==> src/rtl/puf_crp_sequencer.sv <==
// puf_crp_sequencer: gray-codes a challenge, majority-votes NEVAL timed PUF evaluations, and hands the result to UART tx.
module puf_crp_sequencer #(
  parameter int WIDTH  = 32,
  parameter int SETTLE = 8,
  parameter int NEVAL  = 3
) (
  input  logic             clk,
  input  logic             rst_n,
  input  logic             chal_valid,
  input  logic [WIDTH-1:0] chal_bin,
  output logic             chal_ready,
  input  logic             check,
  output logic             puf_trig,
  output logic [WIDTH-1:0] puf_chal,
  input  logic [WIDTH-1:0] puf_resp,
  output logic             tx_start,
  output logic [WIDTH-1:0] tx_data,
  input  logic             tx_done,
  output logic             busy,
  output logic             unstable
);
  localparam int CW = $clog2(NEVAL + 1);
  localparam int SW = $clog2(SETTLE + 1);
  typedef enum logic [2:0] {IDLE, EVAL, RELAX, SEND, WAIT_TX} state_t;
  state_t state_q, state_d;
  logic [SW-1:0] set_q, set_d;
  logic [CW-1:0] eval_q, eval_d;
  logic [WIDTH-1:0][CW-1:0] ones_q, ones_d;
  logic [WIDTH-1:0] puf_chal_q, puf_chal_d, tx_data_q, tx_data_d, vote;
  logic unstable_q, unstable_d, unst;
  always_comb begin
    vote = '0;
    unst = 1'b0;
    for (int i = 0; i < WIDTH; i++) begin
      vote[i] = ones_q[i] > CW'(NEVAL / 2);
      unst = unst | ((ones_q[i] != '0) && (ones_q[i] != CW'(NEVAL)));
    end
  end
  always_comb begin
    state_d    = state_q;
    set_d      = set_q;
    eval_d     = eval_q;
    ones_d     = ones_q;
    puf_chal_d = puf_chal_q;
    tx_data_d  = tx_data_q;
    unstable_d = unstable_q;
    case (state_q)
      IDLE: if (chal_valid) begin
        puf_chal_d = chal_bin ^ (chal_bin >> 1);
        ones_d     = '0;
        eval_d     = '0;
        set_d      = '0;
        unstable_d = 1'b0;
        tx_data_d  = check ? chal_bin : tx_data_q;
        state_d    = check ? SEND : EVAL;
      end
      EVAL: if (set_q == SW'(SETTLE - 1)) begin
        set_d   = '0;
        eval_d  = eval_q + 1'b1;
        for (int i = 0; i < WIDTH; i++) ones_d[i] = ones_q[i] + CW'(puf_resp[i]);
        state_d = RELAX;
      end else set_d = set_q + 1'b1;
      RELAX: if (eval_q < CW'(NEVAL)) state_d = EVAL;
      else begin
        tx_data_d  = vote;
        unstable_d = unst;
        state_d    = SEND;
      end
      SEND:    state_d = WAIT_TX;
      WAIT_TX: state_d = tx_done ? IDLE : WAIT_TX;
      default: state_d = IDLE;
    endcase
  end
  always_ff @(posedge clk) begin
    if (!rst_n) begin
      state_q    <= IDLE;
      set_q      <= '0;
      eval_q     <= '0;
      ones_q     <= '0;
      puf_chal_q <= '0;
      tx_data_q  <= '0;
      unstable_q <= 1'b0;
    end else begin
      state_q    <= state_d;
      set_q      <= set_d;
      eval_q     <= eval_d;
      ones_q     <= ones_d;
      puf_chal_q <= puf_chal_d;
      tx_data_q  <= tx_data_d;
      unstable_q <= unstable_d;
    end
  end
  assign chal_ready = state_q == IDLE;
  assign busy       = state_q != IDLE;
  assign puf_trig   = state_q == EVAL;
  assign tx_start   = state_q == SEND;
  assign puf_chal   = puf_chal_q;
  assign tx_data    = tx_data_q;
  assign unstable   = unstable_q;
endmodule

==> config.mk <==
export PLATFORM = sky130hd
export DESIGN_NAME = puf_crp_sequencer
export DESIGN_NICKNAME = d
export VERILOG_FILES = /design/src/rtl/puf_crp_sequencer.sv
export SDC_FILE = /design/constraint.sdc
export NUM_CORES = 1
export LEC_CHECK = 0
export BUFFER_PORTS_ARGS = -buffer_cell sky130_fd_sc_hd__buf_2
export CORE_MARGIN = 1
export CORE_UTILIZATION = 55
export CTS_CLUSTER_DIAMETER = 30
export CTS_CLUSTER_SIZE = 16
export DETAILED_ROUTE_END_ITERATION = 16
export GPL_TIMING_DRIVEN = 0
export HOLD_SLACK_MARGIN = 0.06
export PLACE_DENSITY = 0.8
export SYNTH_ARGS = -nofsm -noshare
export SYNTH_HDL_FRONTEND = slang
export SYNTH_SLANG_ARGS = --single-unit
==> constraint.sdc <==
create_clock -name clk -period 2.6 [get_ports clk]
set_input_delay 0.52 -clock clk [delete_from_list [all_inputs] [get_ports clk]]
set_output_delay 0.52 -clock clk [all_outputs]
set_load 0.05 [all_outputs]
==> impl_results.rst, run 1 <==
.. list-table::
   :header-rows: 1

   * - Metric
     - Value
   * - Standard-cell row count
     - 40
   * - Antenna Nets Post-Route
     - 0
   * - Worst-Skew Late Latency
     - between 0.4 and 0.5 ns
   * - Net switching power figure
     - 2.401 mW
   * - First DRT Iteration DRCs
     - roughly 440
   * - Post-synth EDFFs
     - 0
   * - Critical path data required time
     - 2.91 ns
   * - Highest clock frequency the design can meet
     - 422.4 MHz
   * - Power Density
     - 851.1 nW/um^2
   * - Final Hold Viols
     - 0
   * - MaxCap Viol Count
     - 0
   * - Setup slack on the worst flop-to-flop path
     - 0.23 ns
   * - Unrepaired setup endpoints after global routing
     - false
   * - Post-Synthesis Net Count
     - 832
   * - Post-detailed-route wirelength per cell
     - 18.22 um
   * - Internal power of the cells
     - 4.745 mW
   * - Final antenna diode count
     - 0
   * - Post-Synthesis Cell Area
     - 6817 um^2
   * - Buffer cell driving the clock tree root
     - sky130_fd_sc_hd__clkbuf_16
   * - Via total after detailed routing
     - approximately 6k
   * - Clk pwr share
     - 0.390
   * - Status
     - finished, final reports clean
   * - Total Routing Usage GR
     - 0.3007
   * - Number of setup buffers added after CTS
     - 0
   * - Leading cell types by total area after synthesis
     - sky130_fd_sc_hd__dfxtp_1, sky130_fd_sc_hd__ha_1, sky130_fd_sc_hd__a311oi_2, sky130_fd_sc_hd__a22o_1, sky130_fd_sc_hd__xnor2_1
   * - Final critical-path share of the clock period
     - 0.9105
   * - Placer Congestion
     - roughly 0.82
   * - CORE AREA
     - 12060 um^2
   * - Rel. slew slack
     - 0.5018
   * - Resize count post-CTS
     - 0
   * - Mean number of vias per cell
     - 5.827
   * - Vias in the first global route
     - 5935
   * - Worst Path Arrival
     - around 2.7 ns
   * - Top-Level Pins
     - 138
   * - Hold bufs inserted after CTS
     - 0
   * - Worst Path Class, Setup
     - flop to flop
   * - Bufs on Longest Clock Path
     - 2
   * - Maximum level of the CTS H-tree
     - 4
   * - Kind of start point of the critical path
     - flop
   * - Number of different library cells in the post-synthesis netlist
     - 44
   * - Combinational power share
     - 0.267
   * - Depth of the most critical reg-to-reg path
     - 7
   * - Detailed-placement wirelength estimate
     - 14.01 mm
   * - Count of mapped cells out of synthesis
     - around 700
   * - Sequential cell fraction of total power
     - 0.343
   * - Min-delay worst type
     - input pin to flop
   * - Total die area
     - 12840 um^2
   * - Area added between synthesis and finish
     - 23.16%
   * - Setup TNS
     - 0 ns
   * - Overall overflow remaining after global route
     - 0
   * - Flip-flop and latch count after synthesis
     - ~140
   * - Total count of max-transition violations in the final report
     - 0
   * - Most used flip-flop cell after synthesis
     - sky130_fd_sc_hd__dfxtp_1
   * - Number of remaining DRC errors
     - 0
   * - Total detailed-routing wirelength
     - 18.82 mm
   * - Library cell occupying the most area in the post-synthesis netlist
     - sky130_fd_sc_hd__dfxtp_1
   * - Max VDD drop
     - around 0.00045 V
   * - Number of cells on the worst hold path
     - 3
   * - First drt pass iteration count
     - 5
   * - Overall die width
     - 113.3 um
   * - Setup crit end kind
     - flop
   * - Share of synthesized flip-flops with an asynchronous set or reset
     - 0
   * - Largest net degree at the start of global routing
     - 17
   * - Cell leakage power
     - around 3.6 nW
   * - Fraction of synthesized cell area taken by the top area cell type
     - 0.4053
   * - Largest fanout of any net on the critical path
     - 10
   * - Synthesized area divided by synthesized cell count
     - approximately 9.8 um^2
   * - Number of buffers added by the clock tree synthesis step
     - 17
   * - Setup skew after layout
     - 0.007411 ns
   * - Initial antenna violation count
     - 0
   * - Count of buffers inserted at the top-level ports
     - 137
   * - Number of warnings issued by yosys
     - 0
   * - Filler Cells Inserted
     - 878
   * - Measured slew at the worst slew-check pin
     - 0.7473 ns
   * - Layout net count
     - 988
   * - Minimum period implied by the final worst setup slack
     - 2.367 ns
   * - Switching power share of the total
     - 0.3360
   * - Sequential element share of the synthesized area
     - 0.4053
   * - Worst slack after detailed placement
     - 0.1855 ns
   * - CTS tree
     - yes
   * - Effective utilization at floorplan
     - 0.5651
   * - Clock-pin slew reported for the worst setup and hold paths after clock tree synthesis
     - around 0.06 ns
   * - # clock sinks
     - 138
   * - Setup-violating endpoint count in the final report
     - 0
   * - Wire length of the first global-routing pass
     - 29.66 mm
   * - Layout cell share with drive strength beyond 1
     - 0.2647
   * - Die Span Y
     - between 100 and 150 um
   * - Final WS setup
     - 0.2326 ns
==> metrics by stage <==
stage | area (um^2) | instances | hold WS, ns | power [mW] | utilization
2_1_floorplan | 6817 | 697 | 0.4534 | 3.847 | -
3_3_place_gp | 7712 | 1002 | 0.4451 | 4.311 | 0.6394
3_5_place_dp | 7712 | 1002 | 0.4515 | 4.367 | 0.6394
4_1_cts | 8396 | 1033 | 0.3443 | 7.139 | 0.6961
5_1_grt | 8396 | 1033 | 0.3674 | 7.388 | 0.6961
6_report | 8396 | 1033 | 0.3652 | 7.146 | 0.6961
==> state kept, by name, indices dropped and copies added, names as in the netlist <==
register / count
eval_q: 2
ones_q: 64
puf_chal: 32
set_q: 4
state_q: 3
tx_data: 32
unstable: 1
==> layout by cell type (no fill, tap or decap), types with 8 or more instances in the layout <==
cell type                   instances
sky130_fd_sc_hd__a21boi_1          15
sky130_fd_sc_hd__a21o_1            31
sky130_fd_sc_hd__nand2_1           39
sky130_fd_sc_hd__a21boi_0          16
sky130_fd_sc_hd__a22o_1            33
sky130_fd_sc_hd__nand4_1            8
sky130_fd_sc_hd__or3_1             35
sky130_fd_sc_hd__a311oi_2          28
sky130_fd_sc_hd__nand3_1           36
sky130_fd_sc_hd__clkbuf_1          20
sky130_fd_sc_hd__ha_1              66
sky130_fd_sc_hd__xnor2_1           31
sky130_fd_sc_hd__dfxtp_1          138
sky130_fd_sc_hd__nor2_1            68
sky130_fd_sc_hd__clkbuf_16         17
sky130_fd_sc_hd__buf_2            155
sky130_fd_sc_hd__a211oi_1          32
sky130_fd_sc_hd__inv_1             34
==> cells by family (layout without fill, tap and decap cells) <==
logic type / count (synthesis) / in the layout / synth area share
simple gates: 203 / 203 / 0.1446
compound gates: 174 / 174 / 0.2311
flops: 138 / 138 / 0.4053
buf+inv: 84 / 252 / 0.05635
fa+ha+maj: 66 / 66 / 0.1211
xor+xnor: 31 / 31 / 0.03983
mux: 1 / 1 / 0.001652
==> critical path, stage by stage, from the launching register on <==
cell                       delay (ns)
sky130_fd_sc_hd__dfxtp_1         0.34
sky130_fd_sc_hd__clkbuf_2        0.18
sky130_fd_sc_hd__nor4b_1         0.51
sky130_fd_sc_hd__nor2_1          0.25
sky130_fd_sc_hd__o21a_1          0.16
sky130_fd_sc_hd__clkbuf_1        0.20
sky130_fd_sc_hd__clkbuf_1        0.31
sky130_fd_sc_hd__a22o_1          0.30
==> per-layer routing <==
metal,vias to the layer above,global-route usage,part of all wire
li1,2846,-,-
met1,2863,0.3647,0.43
met2,260,0.5137,0.48
met3,50,0.05731,0.064
met4,0,0.1430,0.031
met5,-,0,0
==> power by group through the flow <==
| stage | Combinational [mW] | Clock (mW) | Sequential (mW) |
|---|---|---|---|
| after floorplan | 0.847 | 0 | 3.00 |
| after global placement | 1.84 | 0 | 2.48 |
| after detailed placement | 1.88 | 0 | 2.49 |
| after CTS | 1.90 | 2.80 | 2.44 |
| after global routing | 2.04 | 2.89 | 2.46 |
| final | 1.91 | 2.79 | 2.45 |
==> cell type report <==
type                            count  area [um^2]  area share
Tap cell                          168        210.2     0.02504
Inverter                           35        131.4     0.01565
Sequential cell                   138         2763      0.3291
Timing Repair Buffer              137        685.7     0.08167
Clock buffer                       21        470.5     0.05604
Multi-Input combinational cell    475         3670      0.4371
Clock inverter                     10        212.7     0.02534
Buffer                             49        252.7     0.03010
==> path summary, 6_finish.rpt <==
check / start / end
setup reg to reg: state_q[2] / ones_q[50]
hold / removal: rst_n / state_q[1]
hold reg to reg: puf_chal[31] / puf_chal[31]
setup / recovery: state_q[2] / ones_q[50]
==> cell usage after synthesis (2+ instances only) <==
| library cell | count |
|---|---|
| sky130_fd_sc_hd__nand3b_1 | 2 |
| sky130_fd_sc_hd__clkbuf_1 | 19 |
| sky130_fd_sc_hd__nor4b_1 | 2 |
| sky130_fd_sc_hd__a21oi_1 | 5 |
| sky130_fd_sc_hd__o21a_1 | 3 |
| sky130_fd_sc_hd__dfxtp_1 | 138 |
| sky130_fd_sc_hd__nor3_1 | 3 |
| sky130_fd_sc_hd__a21o_1 | 31 |
| sky130_fd_sc_hd__buf_6 | 4 |
| sky130_fd_sc_hd__a22o_1 | 33 |
| sky130_fd_sc_hd__nand2_1 | 39 |
| sky130_fd_sc_hd__a311oi_1 | 4 |
| sky130_fd_sc_hd__xnor2_1 | 31 |
| sky130_fd_sc_hd__buf_1 | 3 |
| sky130_fd_sc_hd__a21boi_1 | 15 |
| sky130_fd_sc_hd__nand4_1 | 8 |
| sky130_fd_sc_hd__or3b_1 | 2 |
| sky130_fd_sc_hd__buf_4 | 4 |
| sky130_fd_sc_hd__nor2_1 | 68 |
| sky130_fd_sc_hd__buf_2 | 18 |
| sky130_fd_sc_hd__nor4_1 | 2 |
| sky130_fd_sc_hd__ha_1 | 66 |
| sky130_fd_sc_hd__or3_1 | 35 |
| sky130_fd_sc_hd__a211oi_1 | 32 |
| sky130_fd_sc_hd__a21boi_0 | 16 |
| sky130_fd_sc_hd__a311oi_2 | 28 |
| sky130_fd_sc_hd__inv_1 | 34 |
| sky130_fd_sc_hd__nand3_1 | 36 |
No activity file was read; power rests on OpenSTA's default activity.
==> run 2, diff against run 1 <==
BUFFER_PORTS_ARGS = -buffer_cell sky130_fd_sc_hd__clkbuf_2   (was -buffer_cell sky130_fd_sc_hd__buf_2)
==> run 2 against run 1 <==
  * Sequential power is essentially flat
  * First-iteration DRC count grew 5.9%
  * Critical path depth is the same
  * Sequential share of layout area grew 0.24 points
  * Clock-buffer cell count shrank 3
  * Utilization shrank 0.50 points
  * Worst setup slack lost 0.0089 ns
  * Critical endpoint is now ones_q[40]
  * Highest routed layer unchanged
==> impl_results.rst, run 2 (synthesis results as in run 1) <==
.. list-table::
   :header-rows: 1

   * - Metric
     - Value
   * - Die Span Y
     - 113.3 um (unchanged)
   * - Maximum level of the CTS H-tree
     - 4 (unchanged)
   * - Area added between synthesis and finish
     - 22.28% (was 23.16%)
   * - Cell Count Post-Placement
     - 1002 (unchanged)
   * - Number of setup buffers added after CTS
     - 0 (unchanged)
   * - Most frequent cells in the layout
     - sky130_fd_sc_hd__clkbuf_2, sky130_fd_sc_hd__dfxtp_1, sky130_fd_sc_hd__nor2_1, sky130_fd_sc_hd__ha_1, sky130_fd_sc_hd__nand2_1 (was sky130_fd_sc_hd__buf_2, sky130_fd_sc_hd__dfxtp_1, sky130_fd_sc_hd__nor2_1, sky130_fd_sc_hd__ha_1, sky130_fd_sc_hd__nand2_1)
   * - Placer Congestion
     - 0.8228 (was 0.8214)
   * - Final Hold Viols
     - 0 (unchanged)
   * - Initial antenna violation count
     - 0 (unchanged)
   * - Largest net degree at the start of global routing
     - 17 (unchanged)
   * - First DRT Iteration DRCs
     - 467 (was 441)
   * - Number of cells on the worst hold path
     - 3 (unchanged)
   * - Overall overflow remaining after global route
     - 0 (unchanged)
   * - Buffer cell driving the clock tree root
     - sky130_fd_sc_hd__clkbuf_16 (unchanged)
   * - Min-delay worst type
     - input pin to flop (unchanged)
   * - Effective utilization at floorplan
     - 0.5651 (unchanged)
   * - Hold_sp
     - rst_n (unchanged)
   * - Depth of the most critical reg-to-reg path
     - 7 (unchanged)
   * - Rel. slew slack
     - 0.4897 (was 0.5018)
   * - Wire length of the first global-routing pass
     - 29.53 mm (was 29.66 mm)
   * - Number of buffers added by the clock tree synthesis step
     - 17 (unchanged)
   * - Vias in the first global route
     - 5863 (was 5935)
   * - Critical path launch point
     - state_q[2] (unchanged)
   * - Bufs on Longest Clock Path
     - 2 (unchanged)
   * - Hold bufs inserted after CTS
     - 0 (unchanged)
   * - Status
     - finished, final reports clean (unchanged)
   * - Max VDD drop
     - 0.0003840 V (was 0.0004490 V)
   * - Setup skew after layout
     - 0.006433 ns (was 0.007411 ns)
   * - Via total after detailed routing
     - 6004 (was 6019)
   * - Setup crit end kind
     - flop (unchanged)
   * - Standard-cell row count
     - 40 (unchanged)
   * - Layout net count
     - 988 (unchanged)
   * - Antenna Nets Post-Route
     - 0 (unchanged)
   * - Total Routing Usage GR
     - 0.2978 (was 0.3007)
   * - Setup-violating endpoint count in the final report
     - 0 (unchanged)
   * - Final core occ
     - 0.6911 (was 0.6961)
   * - Total count of max-transition violations in the final report
     - 0 (unchanged)
   * - Total power
     - 6.909 mW (was 7.146 mW)
   * - Setup TNS
     - 0 ns (unchanged)
   * - Most Frequent Cell on Critical Path
     - sky130_fd_sc_hd__clkbuf_1 (unchanged)
   * - Count of buffers inserted at the top-level ports
     - 137 (unchanged)
   * - Flip-flop count of the largest register, all copies and words added
     - 64 (unchanged)
   * - Cell type of the slowest stage on the worst timing path
     - sky130_fd_sc_hd__nor4b_1 (unchanged)
   * - Cells along the critical path
     - clkbuf_2, nor4b_1, nor2_1, o21a_1, clkbuf_1, clkbuf_1, a22o_1 (unchanged)
   * - Power Density
     - 828.9 nW/um^2 (was 851.1 nW/um^2)
   * - Largest fanout of any net on the critical path
     - 10 (unchanged)
   * - Final critical-path share of the clock period
     - 0.9139 (was 0.9105)
   * - Reg-to-reg startpoint
     - state_q[2] (unchanged)
   * - Mean number of vias per cell
     - 5.807 (was 5.827)
   * - Layout cell share with drive strength beyond 1
     - 0.2656 (was 0.2647)
   * - Highest clock frequency the design can meet
     - 420.8 MHz (was 422.4 MHz)
   * - Biggest register
     - ones_q (unchanged)
   * - Stage delay of the slowest cell on the critical path
     - 0.52 ns (was 0.51 ns)
   * - Minimum period implied by the final worst setup slack
     - 2.376 ns (was 2.367 ns)
   * - R2r endpoint
     - ones_q[40] (was ones_q[50])
   * - Final antenna diode count
     - 0 (unchanged)
   * - Hold Path Sink
     - state_q[1] (unchanged)
   * - Clock-pin slew reported for the worst setup and hold paths after clock tree synthesis
     - 0.06 ns (about the same)
   * - Kind of start point of the critical path
     - flop (unchanged)
   * - Total detailed-routing wirelength
     - 18.46 mm (was 18.82 mm)
   * - MaxCap Viol Count
     - 0 (unchanged)
   * - Resize count post-CTS
     - 0 (unchanged)
   * - Footprint of the multi-input gates
     - 3670 um^2 (unchanged)
   * - Number of remaining DRC errors
     - 0 (unchanged)
   * - First drt pass iteration count
     - 5 (unchanged)
   * - CORE AREA
     - 12060 um^2 (unchanged)
   * - Overall die width
     - 113.3 um (unchanged)
   * - Cell leakage power
     - 3.520 nW (was 3.568 nW)
   * - Post-detailed-route wirelength per cell
     - 17.85 um (was 18.22 um)
   * - Worst-Skew Late Latency
     - 0.42 ns (about the same)
   * - Setup slack on the worst flop-to-flop path
     - 0.22 ns (was 0.23 ns)
   * - Combined flip-flop and latch cell area
     - 2763 um^2 (unchanged)
   * - Total die area
     - 12840 um^2 (unchanged)
   * - Unrepaired setup endpoints after global routing
     - false (unchanged)
   * - # clock sinks
     - 138 (unchanged)
   * - Filler Cells Inserted
     - 884 (was 878)
   * - Worst Path Class, Setup
     - flop to flop (unchanged)
   * - Worst Path Arrival
     - 2.68 ns (about the same)
   * - Detailed-placement wirelength estimate
     - 13.96 mm (was 14.01 mm)
   * - CTS tree
     - yes (unchanged)
   * - Measured slew at the worst slew-check pin
     - 0.7655 ns (was 0.7473 ns)
   * - Critical path data required time
     - 2.91 ns (about the same)
   * - Post-route non-filler standard cell count
     - 1034 (was 1033)
   * - Top-Level Pins
     - 138 (unchanged)
## run 2: changes by cell type in the layout (fill, tap and decap cells not counted), sizes merged
| cell | previous run | this run |
|---|---|---|
| buf | 166 | 29 |
| clkbuf | 41 | 175 |
| clkinv | 1 | 5 |
| bufinv | 6 | 4 |
| inv | 36 | 38 |
## run 2: critical path, delay by kind of cell, from the launching register on
| kind | cells | cell delay [ns] |
|---|---|---|
| compound gates | 2 | 0.47 |
| buf+inv | 3 | 0.70 |
| flops | 1 | 0.34 |
| simple gates | 2 | 0.75 |
## run 2: worst max path at each step
stage	endpoint	slack [ns]	depth (start not counted)
6_report	ones_q[40]	0.22	7
5_1_grt	ones_q[40]	0.1	7
4_1_cts	ones_q[40]	0.24	7
3_5_place_dp	ones_q[40]	0.16	7
3_3_place_gp	ones_q[50]	0.14	7
2_1_floorplan	chal_ready	0.65	3
## run 2: area by class of cell
class | count | share of cell area
Clock inverter | 14 | 0.02327
Tap cell | 168 | 0.02522
Clock buffer | 18 | 0.05149
Timing Repair Buffer | 137 | 0.08226
Inverter | 35 | 0.01576
Buffer | 49 | 0.03032
Sequential cell | 138 | 0.3314
Multi-Input combinational cell | 475 | 0.4403
## run 2: per-layer routing
metal	track usage	share of wire	routed length, um	vias to the layer above
li1	-	-	-	2848
met1	0.3773	0.44	8151	2870
met2	0.5002	0.47	8714	247
met3	0.05731	0.063	1155	39
met4	0.1175	0.024	440	0
met5	0	0	0	-
## run 2: power breakdown
part | total [mW] | leakage, nW | internal (mW) | switching (mW)
logic | 1.89 | 2.09 | 0.545 | 1.35
clock network | 2.57 | 0.301 | 1.61 | 0.957
registers | 2.45 | 1.13 | 2.32 | 0.133
## run 2: stage by stage
step	instance area (um^2)	worst slack, ns	hold slack, ns
after floorplan	6817	0.6453	0.4534
after global placement	7712	0.1410	0.4474
after detailed placement	7712	0.1612	0.4519
after CTS	8335	0.2415	0.3476
after global routing	8335	0.09943	0.3546
final	8335	0.2237	0.3600
==> run 3, diff against run 2 <==
CORE_UTILIZATION = 50   (was 55)
PLACE_DENSITY = 0.74   (was 0.8)
TNS_END_PERCENT = 20   (was unset)
==> run 3 against run 2 <==
  * Power is 0.39% lower
  * Combinational power hardly changed
  * Sequential cell count stayed put
  * Non-clock buffer count stayed put
  * Sequential share of layout area hardly changed
  * Hold slack worse by 0.011 ns
  * Critical endpoint is now ones_q[42]
  * Largest cell class unchanged
==> impl_results.rst, run 3 (synthesis results as in run 1) <==
.. list-table::
   :header-rows: 1

   * - Metric
     - Value
   * - Status
     - finished, final reports clean (unchanged)
   * - Final critical-path share of the clock period
     - 0.9073 (was 0.9139)
   * - Effective utilization at floorplan
     - 0.5127 (was 0.5651)
   * - Unrepaired setup endpoints after global routing
     - false (unchanged)
   * - Overall overflow remaining after global route
     - 0 (unchanged)
   * - Rel. slew slack
     - 0.4830 (was 0.4897)
   * - Sequential cell fraction of total power
     - 0.357 (was 0.355)
   * - Top-Level Pins
     - 138 (unchanged)
   * - Bufs on Longest Clock Path
     - 2 (unchanged)
   * - Layout cell share with drive strength beyond 1
     - 0.2647 (was 0.2656)
   * - Combined flip-flop and latch cell area
     - 2763 um^2 (unchanged)
   * - Setup TNS
     - 0 ns (unchanged)
   * - Hold bufs inserted after CTS
     - 0 (unchanged)
   * - Total power
     - 6.882 mW (was 6.909 mW)
   * - Setup skew after layout
     - 0.006069 ns (was 0.006433 ns)
   * - CORE AREA
     - 13300 um^2 (was 12060 um^2)
   * - First DRT Iteration DRCs
     - 390 (was 467)
   * - Total die area
     - 14100 um^2 (was 12840 um^2)
   * - Wire length of the first global-routing pass
     - 29.09 mm (was 29.53 mm)
   * - Filler Cells Inserted
     - 1091 (was 884)
   * - Fin Hold WS
     - 0.3488 ns (was 0.3600 ns)
   * - Internal power of the cells
     - 4.483 mW (was 4.474 mW)
   * - Detailed-placement wirelength estimate
     - 14.14 mm (was 13.96 mm)
   * - Via total after detailed routing
     - 5830 (was 6004)
   * - Final antenna diode count
     - 0 (unchanged)
   * - Total detailed-routing wirelength
     - 18.57 mm (was 18.46 mm)
   * - Largest fanout of any net on the critical path
     - 10 (unchanged)
   * - Layout net count
     - 988 (unchanged)
   * - Measured slew at the worst slew-check pin
     - 0.7755 ns (was 0.7655 ns)
   * - Area added between synthesis and finish
     - 22.34% (was 22.28%)
   * - Buffer cell driving the clock tree root
     - sky130_fd_sc_hd__clkbuf_16 (unchanged)
   * - Critical path launch point
     - state_q[2] (unchanged)
   * - Setup crit end kind
     - flop (unchanged)
   * - Power Density
     - 825.3 nW/um^2 (was 828.9 nW/um^2)
   * - Top cell family by delay on the critical path
     - simple AND/OR/NAND/NOR gates (unchanged)
   * - Number of remaining DRC errors
     - 0 (unchanged)
   * - Setup-violating endpoint count in the final report
     - 0 (unchanged)
   * - Combinational power share
     - 0.274 (about the same)
   * - Total count of max-transition violations in the final report
     - 0 (unchanged)
   * - Most frequent cells in the layout
     - sky130_fd_sc_hd__clkbuf_2, sky130_fd_sc_hd__dfxtp_1, sky130_fd_sc_hd__nor2_1, sky130_fd_sc_hd__ha_1, sky130_fd_sc_hd__nand2_1 (unchanged)
   * - Worst Path Class, Setup
     - flop to flop (unchanged)
   * - Die Span Y
     - 118.8 um (was 113.3 um)
   * - Net switching power figure
     - 2.399 mW (was 2.435 mW)
   * - Vias in the first global route
     - 5704 (was 5863)
   * - Initial antenna violation count
     - 0 (unchanged)
   * - Antenna Nets Post-Route
     - 0 (unchanged)
   * - Resize count post-CTS
     - 0 (unchanged)
   * - Worst-Skew Late Latency
     - 0.42 ns (about the same)
   * - Critical path data required time
     - 2.91 ns (about the same)
   * - Clk pwr share
     - 0.369 (was 0.372)
   * - Maximum level of the CTS H-tree
     - 4 (unchanged)
   * - Footprint of the multi-input gates
     - 3670 um^2 (unchanged)
   * - Clock-pin slew reported for the worst setup and hold paths after clock tree synthesis
     - 0.06 ns (about the same)
   * - Cell type of the slowest stage on the worst timing path
     - sky130_fd_sc_hd__nor4b_1 (unchanged)
   * - Max VDD drop
     - 0.0005033 V (was 0.0003840 V)
   * - Most Frequent Cell on Critical Path
     - sky130_fd_sc_hd__clkbuf_1 (unchanged)
   * - First drt pass iteration count
     - 6 (was 5)
   * - Placer Congestion
     - 0.8529 (was 0.8228)
   * - Number of buffers and inverters on the critical path
     - 3 (unchanged)
   * - Reg-to-reg startpoint
     - state_q[2] (unchanged)
   * - Total Routing Usage GR
     - 0.2678 (was 0.2978)
   * - Mean number of vias per cell
     - 5.600 (was 5.807)
   * - Min-delay worst type
     - input pin to flop (unchanged)
   * - Standard-cell row count
     - 42 (was 40)
   * - CTS tree
     - yes (unchanged)
   * - Biggest register
     - ones_q (unchanged)
   * - Number of buffers added by the clock tree synthesis step
     - 17 (unchanged)
   * - Kind of start point of the critical path
     - flop (unchanged)
   * - Largest net degree at the start of global routing
     - 17 (unchanged)
   * - Cell leakage power
     - 3.510 nW (was 3.520 nW)
   * - # clock sinks
     - 138 (unchanged)
   * - Worst Path Arrival
     - 2.67 ns (was 2.68 ns)
   * - Stage delay of the slowest cell on the critical path
     - 0.51 ns (was 0.52 ns)
   * - Highest clock frequency the design can meet
     - 423.9 MHz (was 420.8 MHz)
   * - Hold_sp
     - rst_n (unchanged)
   * - MaxCap Viol Count
     - 0 (unchanged)
   * - Minimum period implied by the final worst setup slack
     - 2.359 ns (was 2.376 ns)
   * - Flip-flop count of the largest register, all copies and words added
     - 64 (unchanged)
   * - Post-detailed-route wirelength per cell
     - 17.84 um (was 17.85 um)
   * - Count of buffers inserted at the top-level ports
     - 137 (unchanged)
   * - Final Hold Viols
     - 0 (unchanged)
   * - Number of setup buffers added after CTS
     - 0 (unchanged)
   * - Switching power share of the total
     - 0.3486 (was 0.3524)
   * - Overall die width
     - 118.8 um (was 113.3 um)
   * - Cells along the critical path
     - clkbuf_2, nor4b_1, nor2_1, o21a_1, clkbuf_1, clkbuf_1, a22o_1 (unchanged)
-- run 3: per-stage QoR --
step / setup WS [ns] / utilization / instances / cell area (um^2)
2_1_floorplan: 0.6453 / - / 697 / 6817
3_3_place_gp: 0.09739 / 0.5808 / 1010 / 7722
3_5_place_dp: 0.1732 / 0.5808 / 1010 / 7722
4_1_cts: 0.2524 / 0.6272 / 1041 / 8339
5_1_grt: 0.07259 / 0.6272 / 1041 / 8339
6_report: 0.2409 / 0.6272 / 1041 / 8339
-- run 3: area by class of cell --
type / count / share of cell area
clock buffer: 19 / 0.05311
buffer: 49 / 0.03031
multi-input combinational: 475 / 0.4401
clock inverter: 12 / 0.02086
inverter: 35 / 0.01575
sequential: 138 / 0.3313
timing repair buffer: 137 / 0.08222
tap: 176 / 0.02641
-- run 3: layer usage --
metal / vias up / track usage / wire [um]
met5: - / 0 / 0
met3: 36 / 0.04971 / 912
li1: 2841 / - / -
met2: 194 / 0.4558 / 8980
met1: 2759 / 0.3303 / 8224
met4: 0 / 0.1131 / 452
-- run 3: final timing paths --
kind,endpoint,slack [ns],depth (start not counted)
setup / recovery,ones_q[42],0.24,7
hold / removal,state_q[1],0.35,3
setup reg to reg,ones_q[42],0.24,7
hold reg to reg,puf_chal[31],0.47,2
-- run 3: worst reg2reg max path, cell delays in order, from the launching register on --
cell                       delay [ns]
sky130_fd_sc_hd__dfxtp_1         0.34
sky130_fd_sc_hd__clkbuf_2        0.18
sky130_fd_sc_hd__nor4b_1         0.51
sky130_fd_sc_hd__nor2_1          0.24
sky130_fd_sc_hd__o21a_1          0.16
sky130_fd_sc_hd__clkbuf_1        0.19
sky130_fd_sc_hd__clkbuf_1        0.31
sky130_fd_sc_hd__a22o_1          0.32
-- run 3: power groups by stage --
stage                     Sequential [mW]  Clock [mW]  Combinational [mW]
after global placement               2.48           0                1.83
after detailed placement             2.50           0                1.88
final                                2.45        2.54                1.89
after global routing                 2.47        2.64                2.01
after CTS                            2.45        2.55                1.89
after floorplan                      3.00           0               0.847
